[src/rtl/rs_cmd_pkg.sv]
`default_nettype none
// ============================================================================
//  Module      : rs_cmd_pkg
//  Description : Shared types and constants for the rs flip-flop command
//                stage: arbitration FSM state encoding, default debounce
//                length and command-counter width, and a helper that sizes
//                the debounce counter.
//  Revision    : 1.0  initial release
// ============================================================================
package rs_cmd_pkg;

   // Default number of consecutive stable cycles before a debounced level moves
   localparam int unsigned c_debounce_cycles_dflt = 4;

   // Default width of the issued-command counter
   localparam int unsigned c_cnt_w_dflt = 8;

   // Arbitration FSM states
   typedef enum logic [0:0] {
      IDLE         = 1'b0,
      WAIT_RELEASE = 1'b1
   } state_t;

   // Width of a counter that must be able to hold the value 'cycles'
   function automatic int unsigned db_cnt_w(input int unsigned cycles);
      return $clog2(cycles + 1);
   endfunction

endpackage : rs_cmd_pkg
`default_nettype wire

[src/rtl/btn_debounce.sv]
`default_nettype none
// ============================================================================
//  Module      : btn_debounce
//  Description : Two-flop synchroniser followed by a stable-level counter for
//                one raw push-button. The debounced level only changes once
//                the synchronised input has disagreed with it for
//                DEBOUNCE_CYCLES consecutive cycles; any agreeing cycle
//                restarts the count.
//  Ports       : clk    - system clock, rising edge
//                rst    - asynchronous active-high reset
//                btn_in - raw button, asynchronous to clk
//                db_out - debounced, synchronous button level
//  Revision    : 1.0  initial release
// ============================================================================
module btn_debounce
   import rs_cmd_pkg::*;
#(
   parameter int unsigned DEBOUNCE_CYCLES = c_debounce_cycles_dflt
) (
   input  logic clk,
   input  logic rst,
   input  logic btn_in,
   output logic db_out
);

   localparam int unsigned      c_cw   = db_cnt_w(DEBOUNCE_CYCLES);
   localparam logic [c_cw-1:0]  c_last = c_cw'(DEBOUNCE_CYCLES - 1);
   localparam logic [c_cw-1:0]  c_one  = c_cw'(1);

   logic            r_sync1;
   logic            r_sync2;
   logic            r_db;
   logic [c_cw-1:0] r_cnt;

   // r_sync1 may go metastable; only r_sync2 is used by the logic below
   always_ff @(posedge clk or posedge rst) begin
      if (rst) begin
         r_sync1 <= 1'b0;
         r_sync2 <= 1'b0;
      end else begin
         r_sync1 <= btn_in;
         r_sync2 <= r_sync1;
      end
   end

   always_ff @(posedge clk or posedge rst) begin
      if (rst) begin
         r_db  <= 1'b0;
         r_cnt <= '0;
      end else if (r_sync2 == r_db) begin
         r_cnt <= '0;
      end else if (r_cnt == c_last) begin
         // This is the DEBOUNCE_CYCLES-th consecutive disagreeing sample
         r_db  <= r_sync2;
         r_cnt <= '0;
      end else begin
         r_cnt <= r_cnt + c_one;
      end
   end

   assign db_out = r_db;

endmodule : btn_debounce
`default_nettype wire

[src/rtl/rs_cmd_gen.sv]
`default_nettype none
// ============================================================================
//  Module      : rs_cmd_gen
//  Description : Command stage in front of the rs flip-flop. Debounces the
//                set and reset buttons, detects presses, and arbitrates them
//                into single-cycle, mutually exclusive s / r pulses. A press
//                that arrives together with, or while, the other button is
//                active is rejected with a one-cycle conflict flag. After any
//                press the FSM ignores further presses until both buttons
//                are released.
//  Ports       : clk       - system clock, rising edge
//                rst       - asynchronous active-high reset
//                btn_set   - raw set button (asynchronous)
//                btn_reset - raw reset button (asynchronous)
//                s         - set command pulse
//                r         - reset command pulse
//                conflict  - one-cycle flag, press rejected
//                cmd_count - number of s/r pulses issued, wraps
//  Revision    : 1.0  initial release
// ============================================================================
module rs_cmd_gen
   import rs_cmd_pkg::*;
#(
   parameter int unsigned DEBOUNCE_CYCLES = c_debounce_cycles_dflt,
   parameter int unsigned CNT_W           = c_cnt_w_dflt
) (
   input  logic             clk,
   input  logic             rst,
   input  logic             btn_set,
   input  logic             btn_reset,
   output logic             s,
   output logic             r,
   output logic             conflict,
   output logic [CNT_W-1:0] cmd_count
);

   localparam logic [CNT_W-1:0] c_cnt_one = CNT_W'(1);

   logic             w_db_set;
   logic             w_db_reset;
   logic             r_prev_set;
   logic             r_prev_reset;
   logic             w_rise_set;
   logic             w_rise_reset;
   state_t           r_state;
   logic             r_s;
   logic             r_r;
   logic             r_conflict;
   logic [CNT_W-1:0] r_cmd_count;

   btn_debounce #(
      .DEBOUNCE_CYCLES (DEBOUNCE_CYCLES)
   ) u_db_set (
      .clk    (clk),
      .rst    (rst),
      .btn_in (btn_set),
      .db_out (w_db_set)
   );

   btn_debounce #(
      .DEBOUNCE_CYCLES (DEBOUNCE_CYCLES)
   ) u_db_reset (
      .clk    (clk),
      .rst    (rst),
      .btn_in (btn_reset),
      .db_out (w_db_reset)
   );

   assign w_rise_set   = w_db_set   & ~r_prev_set;
   assign w_rise_reset = w_db_reset & ~r_prev_reset;

   always_ff @(posedge clk or posedge rst) begin
      if (rst) begin
         r_prev_set   <= 1'b0;
         r_prev_reset <= 1'b0;
         r_state      <= IDLE;
         r_s          <= 1'b0;
         r_r          <= 1'b0;
         r_conflict   <= 1'b0;
         r_cmd_count  <= '0;
      end else begin
         r_prev_set   <= w_db_set;
         r_prev_reset <= w_db_reset;
         r_s          <= 1'b0;
         r_r          <= 1'b0;
         r_conflict   <= 1'b0;

         case (r_state)
            IDLE: begin
               if (w_rise_set && w_rise_reset) begin
                  r_conflict <= 1'b1;
                  r_state    <= WAIT_RELEASE;
               end else if (w_rise_set) begin
                  // The other button already held down means an ambiguous request
                  if (w_db_reset) begin
                     r_conflict <= 1'b1;
                  end else begin
                     r_s         <= 1'b1;
                     r_cmd_count <= r_cmd_count + c_cnt_one;
                  end
                  r_state <= WAIT_RELEASE;
               end else if (w_rise_reset) begin
                  if (w_db_set) begin
                     r_conflict <= 1'b1;
                  end else begin
                     r_r         <= 1'b1;
                     r_cmd_count <= r_cmd_count + c_cnt_one;
                  end
                  r_state <= WAIT_RELEASE;
               end
            end

            WAIT_RELEASE: begin
               // Presses are swallowed here; this is what makes a press
               // yield exactly one pulse however long it is held
               if (!w_db_set && !w_db_reset) begin
                  r_state <= IDLE;
               end
            end

            default: r_state <= IDLE;
         endcase
      end
   end

   assign s         = r_s;
   assign r         = r_r;
   assign conflict  = r_conflict;
   assign cmd_count = r_cmd_count;

endmodule : rs_cmd_gen
`default_nettype wire

[config.mk]
export PLATFORM = sky130hd
export DESIGN_NAME = rs_cmd_gen
export DESIGN_NICKNAME = d
export VERILOG_FILES = /design/src/rtl/rs_cmd_pkg.sv /design/src/rtl/btn_debounce.sv /design/src/rtl/rs_cmd_gen.sv
export SDC_FILE = /design/constraint.sdc
export NUM_CORES = 1
export LEC_CHECK = 0
export CORE_MARGIN = 2
export CORE_UTILIZATION = 43
export CTS_CLUSTER_SIZE = 10
export DETAILED_ROUTE_END_ITERATION = 8
export PLACE_DENSITY = 0.69
export SKIP_CTS_REPAIR_TIMING = 1
export SYNTH_ARGS = -nofsm -noshare
export SYNTH_HDL_FRONTEND = slang
export SYNTH_HIERARCHICAL = 1
export SYNTH_SLANG_ARGS = --single-unit
[constraint.sdc]
create_clock -name clk -period 2.23 [get_ports clk]
set_input_delay 0.446 -clock clk [delete_from_list [all_inputs] [get_ports clk]]
set_output_delay 0.446 -clock clk [all_outputs]
set_load 0.02 [all_outputs]
After elaboration in Yosys (flattened, before gate mapping)
Cells that the tools add are included.
Widths: inputs -> output; s select.
{"block": "op_classes", "addsub": 3, "multipliers": 0, "div_mod_pow": 0, "order_cmp": 0, "n_eq_ne": 6, "shifts": 0, "mux": 28, "n_bitwise": 8, "n_reduce_logical": 8}
{"cell": "$mux 8", "count": 4}
{"cell": "$mux 1", "count": 19}
{"cell": "$mux 3", "count": 4}
{"cell": "$add 8x1->8 const B", "count": 1}
{"cell": "$add 3x1->3 const B", "count": 2}
{"cell": "$eq 3x2->1 const B", "count": 2}
{"cell": "$not 1->1", "count": 6}
{"cell": "$reduce_and 5->1", "count": 1}
{"cell": "$ne 2x2->1 const B", "count": 2}
{"cell": "$reduce_and 2->1", "count": 2}
{"cell": "$and 1x1->1", "count": 2}
{"cell": "$eq 1x1->1", "count": 2}
{"cell": "$logic_and 1x1->1", "count": 2}
{"cell": "$logic_not 1->1", "count": 2}
{"cell": "$pmux 1 s2", "count": 1}
{"cell": "$reduce_bool 2->1", "count": 1}
{"block": "totals", "regBits": 26, "latchBits": 0, "ramBits": 0, "romBits": 0, "inputBits": 4, "mem_count": 0}

Logic depth before layout (Yosys ltp)
{"block": "depth", "ltp_word": 6, "ltp_mapped": 4, "mapped_depth_nobuf": 4}

Hierarchy
Netlist, hierarchy kept.
{"module": "rs_cmd_gen", "instances": 1, "cells_per_inst": 45, "area_each_um2": 585.6, "seq_area_each_um2": 350.3}
{"module": "btn_debounce (u_db_set)", "instances": 1, "cells_per_inst": 14, "area_each_um2": 232.7, "seq_area_each_um2": 150.1}
{"module": "btn_debounce (u_db_reset)", "instances": 1, "cells_per_inst": 14, "area_each_um2": 220.2, "seq_area_each_um2": 150.1}

Worst setup path before layout
No wires, ideal clock.
{"block": "synth_timing", "path_kind": "reg-to-reg", "from": "register u_db_set.r_db, in the netlist u_db_set/db_out", "to": "register r_cmd_count[1], in the netlist cmd_count[1]", "setup_time_ns": 0.128, "t_arrival_ns": 1.433, "required_ns": 2.102, "setup_slack_ns": 0.669, "stages_incl_launch_ff": 5, "n_path_buf": 0, "synth_period_minus_slack_ns": 1.561, "cell_sequence": "dfrtp_1 or3b_1 o21a_2 nor2_2 mux2_1"}
{"block": "synth_between", "elab_chain_cells": 4, "word_cells_on_any_way": 8}
{"element": "start, declared", "line": "btn_debounce.sv:32", "source": "logic r_db;"}
{"element": "start signal, assigned", "line": "btn_debounce.sv:54", "source": "r_db <= r_sync2;"}
{"element": "parallel branches: the longest is 4 deep, another holds $reduce_and 5->1"}
{"element": "end signal, assigned", "line": "rs_cmd_gen.sv:99", "source": "r_cmd_count <= r_cmd_count + c_cnt_one;"}
{"element": "end signal, assigned", "line": "rs_cmd_gen.sv:107", "source": "r_cmd_count <= r_cmd_count + c_cnt_one;"}
{"element": "end, declared", "line": "rs_cmd_gen.sv:49", "source": "logic [CNT_W-1:0] r_cmd_count;"}
Several ways; the timed one is not identified.
A chain may end at the register's enable or synchronous reset.

Final worst setup path
{"block": "layout_timing", "from": "register r_cmd_count[0], in the netlist cmd_count[0]", "to": "output port cmd_count[0]"}
{"element": "end, declared", "line": "rs_cmd_gen.sv:34", "source": "output logic [CNT_W-1:0] cmd_count"}
No word-level cell between the ends.

==> reports/results.ini <==
[run_status]
status=finished clean

[floorplanning]
die_h_um=53.1
die_area_um2=2820
start_util_pct=46.1
core_um2=2250
die_width_um=53.1
rows=17
io_pins=15

[layout]
register_area_um2=651
area_growth_pct=21.9
drive_gt1_share_pct=15.4
nFillCells=212
n_antenna_cell=0
multi_input_area_um2=377
largest_reg_flops=8
nNetsFinal=99
final_area_um2=1270

[hold_path]
hold_class=input pin to asynchronous set/reset pin

[logic_synthesis]
synth_top_area_share_pct=62.7
synth_seq_area_share_pct=62.7
synth_largest_area_cell=dfrtp_1
avgSynthCellArea_um2=14.2
synth-warning-count=6
ys_types=28
synthTopCellsByArea=dfrtp_1, xnor2_1, ha_1, nor2b_4, nand4_1
syn_nets=80
netlist_area_um2=1040
synth_edf_count=0
ys.flop_type=dfrtp_1
synth_commonest_cells=dfrtp_1, xnor2_1, nand4_1, ha_1, inv_1
async_flop_share_pct=100
synth.most_common_cell=dfrtp_1
synth_cells=73
synth-seq-cells=26

[power_and_ir_drop]
vdd_drop_max_uv=721
switching_share_pct=32.8
net-switching-power_w=0.000509
p_comb_share_pct=31.5
seq_power_share_pct=47.7
cellPowerDensity_nw_per_um2=1220
leakage_nw=0.554
p_int_w=0.00104
pwr-share-clk_pct=20.8

[grt]
grt_max_degree=16
gr-total-overflow=0
grtUsageTotal_pct=13.1
antenna_found_initial=0
grt_pass1_wl_um=2600
first_global_vias=594

[clock_tree]
h-tree-depth=1
cts.sinks=26
clk_transition_reported_paths_ps=140
cts.root.buffer_cell=clkbuf_4
max-clock-path-buffers=2
tritoncts=yes
cts_made_buffers=3
clk_latency_ps=330

[detailed_routing]
drt-total-wl_um=1440
final_antenna_net_count=0
vias_per_cell=4.97
vias=591
wl_per_cell_um=12.1
drcViolationCount=0
dr.pass1.iters=2
first_iter_violations=1

[sta]
tns_ps=0
fin_crit_ps=1870
finalHoldViolCount=0
finalSetupViolations=0
max_slew_margin_pct=63.8
drv_slew=0
fmax_ghz=0.533
finClkSkew_ps=6.56
grt_setup_unrepaired=no
worstMarginPinSlew_ps=543
fin_crit_sh_pct=84.1

[setup_path]
end_kind=output port
crit_buf_inv=1
slowest_stage=clkdlybuf4s50_1
worst-endpoint-required_ps=1780
path_cells=clkdlybuf4s50_1
worstSetupPathType=register to output port
crit_arrival_ps=1430
cpLargestDelayFamily=buffers and inverters
slowest_delay_ps=640
path_max_fanout=6
setup.worst_path.start_class=register

[place]
hpwl_um=1080
dpl-instance-area_um2=1210
place.gp.congestion=0.684
io_buffers=14

[run]
cap_violations=0

final cells by class:
type / count / area share (%)
flip-flops and latches: 26 / 51.4
multi-input cells: 44 / 29.7
repair buffers: 14 / 11.1
well taps: 28 / 2.77
clock inverters: 1 / 2.37
clock buffers: 3 / 1.78
inverters: 3 / 0.889
metal layers:
layer / routed length, um / global-route usage (%)
met4: 12 / 2.56
met2: 653 / 20.8
met5: 0 / 0
met3: 91 / 5.93
met1: 681 / 16.5
cells by family after synthesis:
kind of cell | count (synthesis) | synth area share, %
XOR/XNOR | 9 | 7.59
adder cells (fa/ha/maj) | 3 | 3.61
multiplexers | 3 | 3.61
AND/OR/NAND/NOR | 25 | 18.8
AO/OA/AOI/OAI | 4 | 2.65
buffers and inverters | 3 | 1.08
flip-flops | 26 | 62.7
power by group through the flow:
stage	sequential, W	clock (W)	combinational, W
after floorplan	0.000786	0	0.000280
after global placement	0.000743	0	0.000488
after detailed placement	0.000752	0	0.000497
after CTS	0.000741	0.000333	0.000500
after global routing	0.000765	0.000348	0.000542
final	0.000739	0.000323	0.000488
final timing paths:
check | start | to | slack [ps] | depth (start not counted)
min | rst | u_db_reset/r_cnt[2] | 350 | 2
min in group clk | u_db_set/r_sync1 | u_db_set/r_sync2 | 370 | 0
max in group asynchronous | rst | r_state | 1380 | 2
min reg2reg | u_db_set/r_sync1 | u_db_set/r_sync2 | 370 | 0
max reg2reg | u_db_set/db_out | cmd_count[1] | 560 | 4
max | cmd_count[0] | cmd_count[0] | 360 | 1
metrics by stage:
step	util (%)	hold WS [ps]	setup slack, ps	std cells	power (W)
after floorplan	-	237	669	73	0.00107
after global placement	53.8	336	614	115	0.00123
after detailed placement	53.8	339	575	115	0.00125
after CTS	56.2	343	345	119	0.00157
after global routing	56.2	353	283	119	0.00166
final	56.2	351	355	119	0.00155
layout by cell type (no fill, tap or decap), types with 2 or more instances in the layout:
| cell type | n |
|---|---|
| nor3_1 | 2 |
| nor3b_2 | 2 |
| ha_1 | 3 |
| xnor2_1 | 7 |
| nand3_1 | 2 |
| clkdlybuf4s50_1 | 14 |
| nor2b_1 | 2 |
| inv_1 | 3 |
| xor2_1 | 2 |
| clkbuf_4 | 3 |
| nor3b_1 | 2 |
| nor2b_4 | 2 |
| nand4_1 | 4 |
| dfrtp_1 | 26 |
Power figures use the tool's default switching activity.
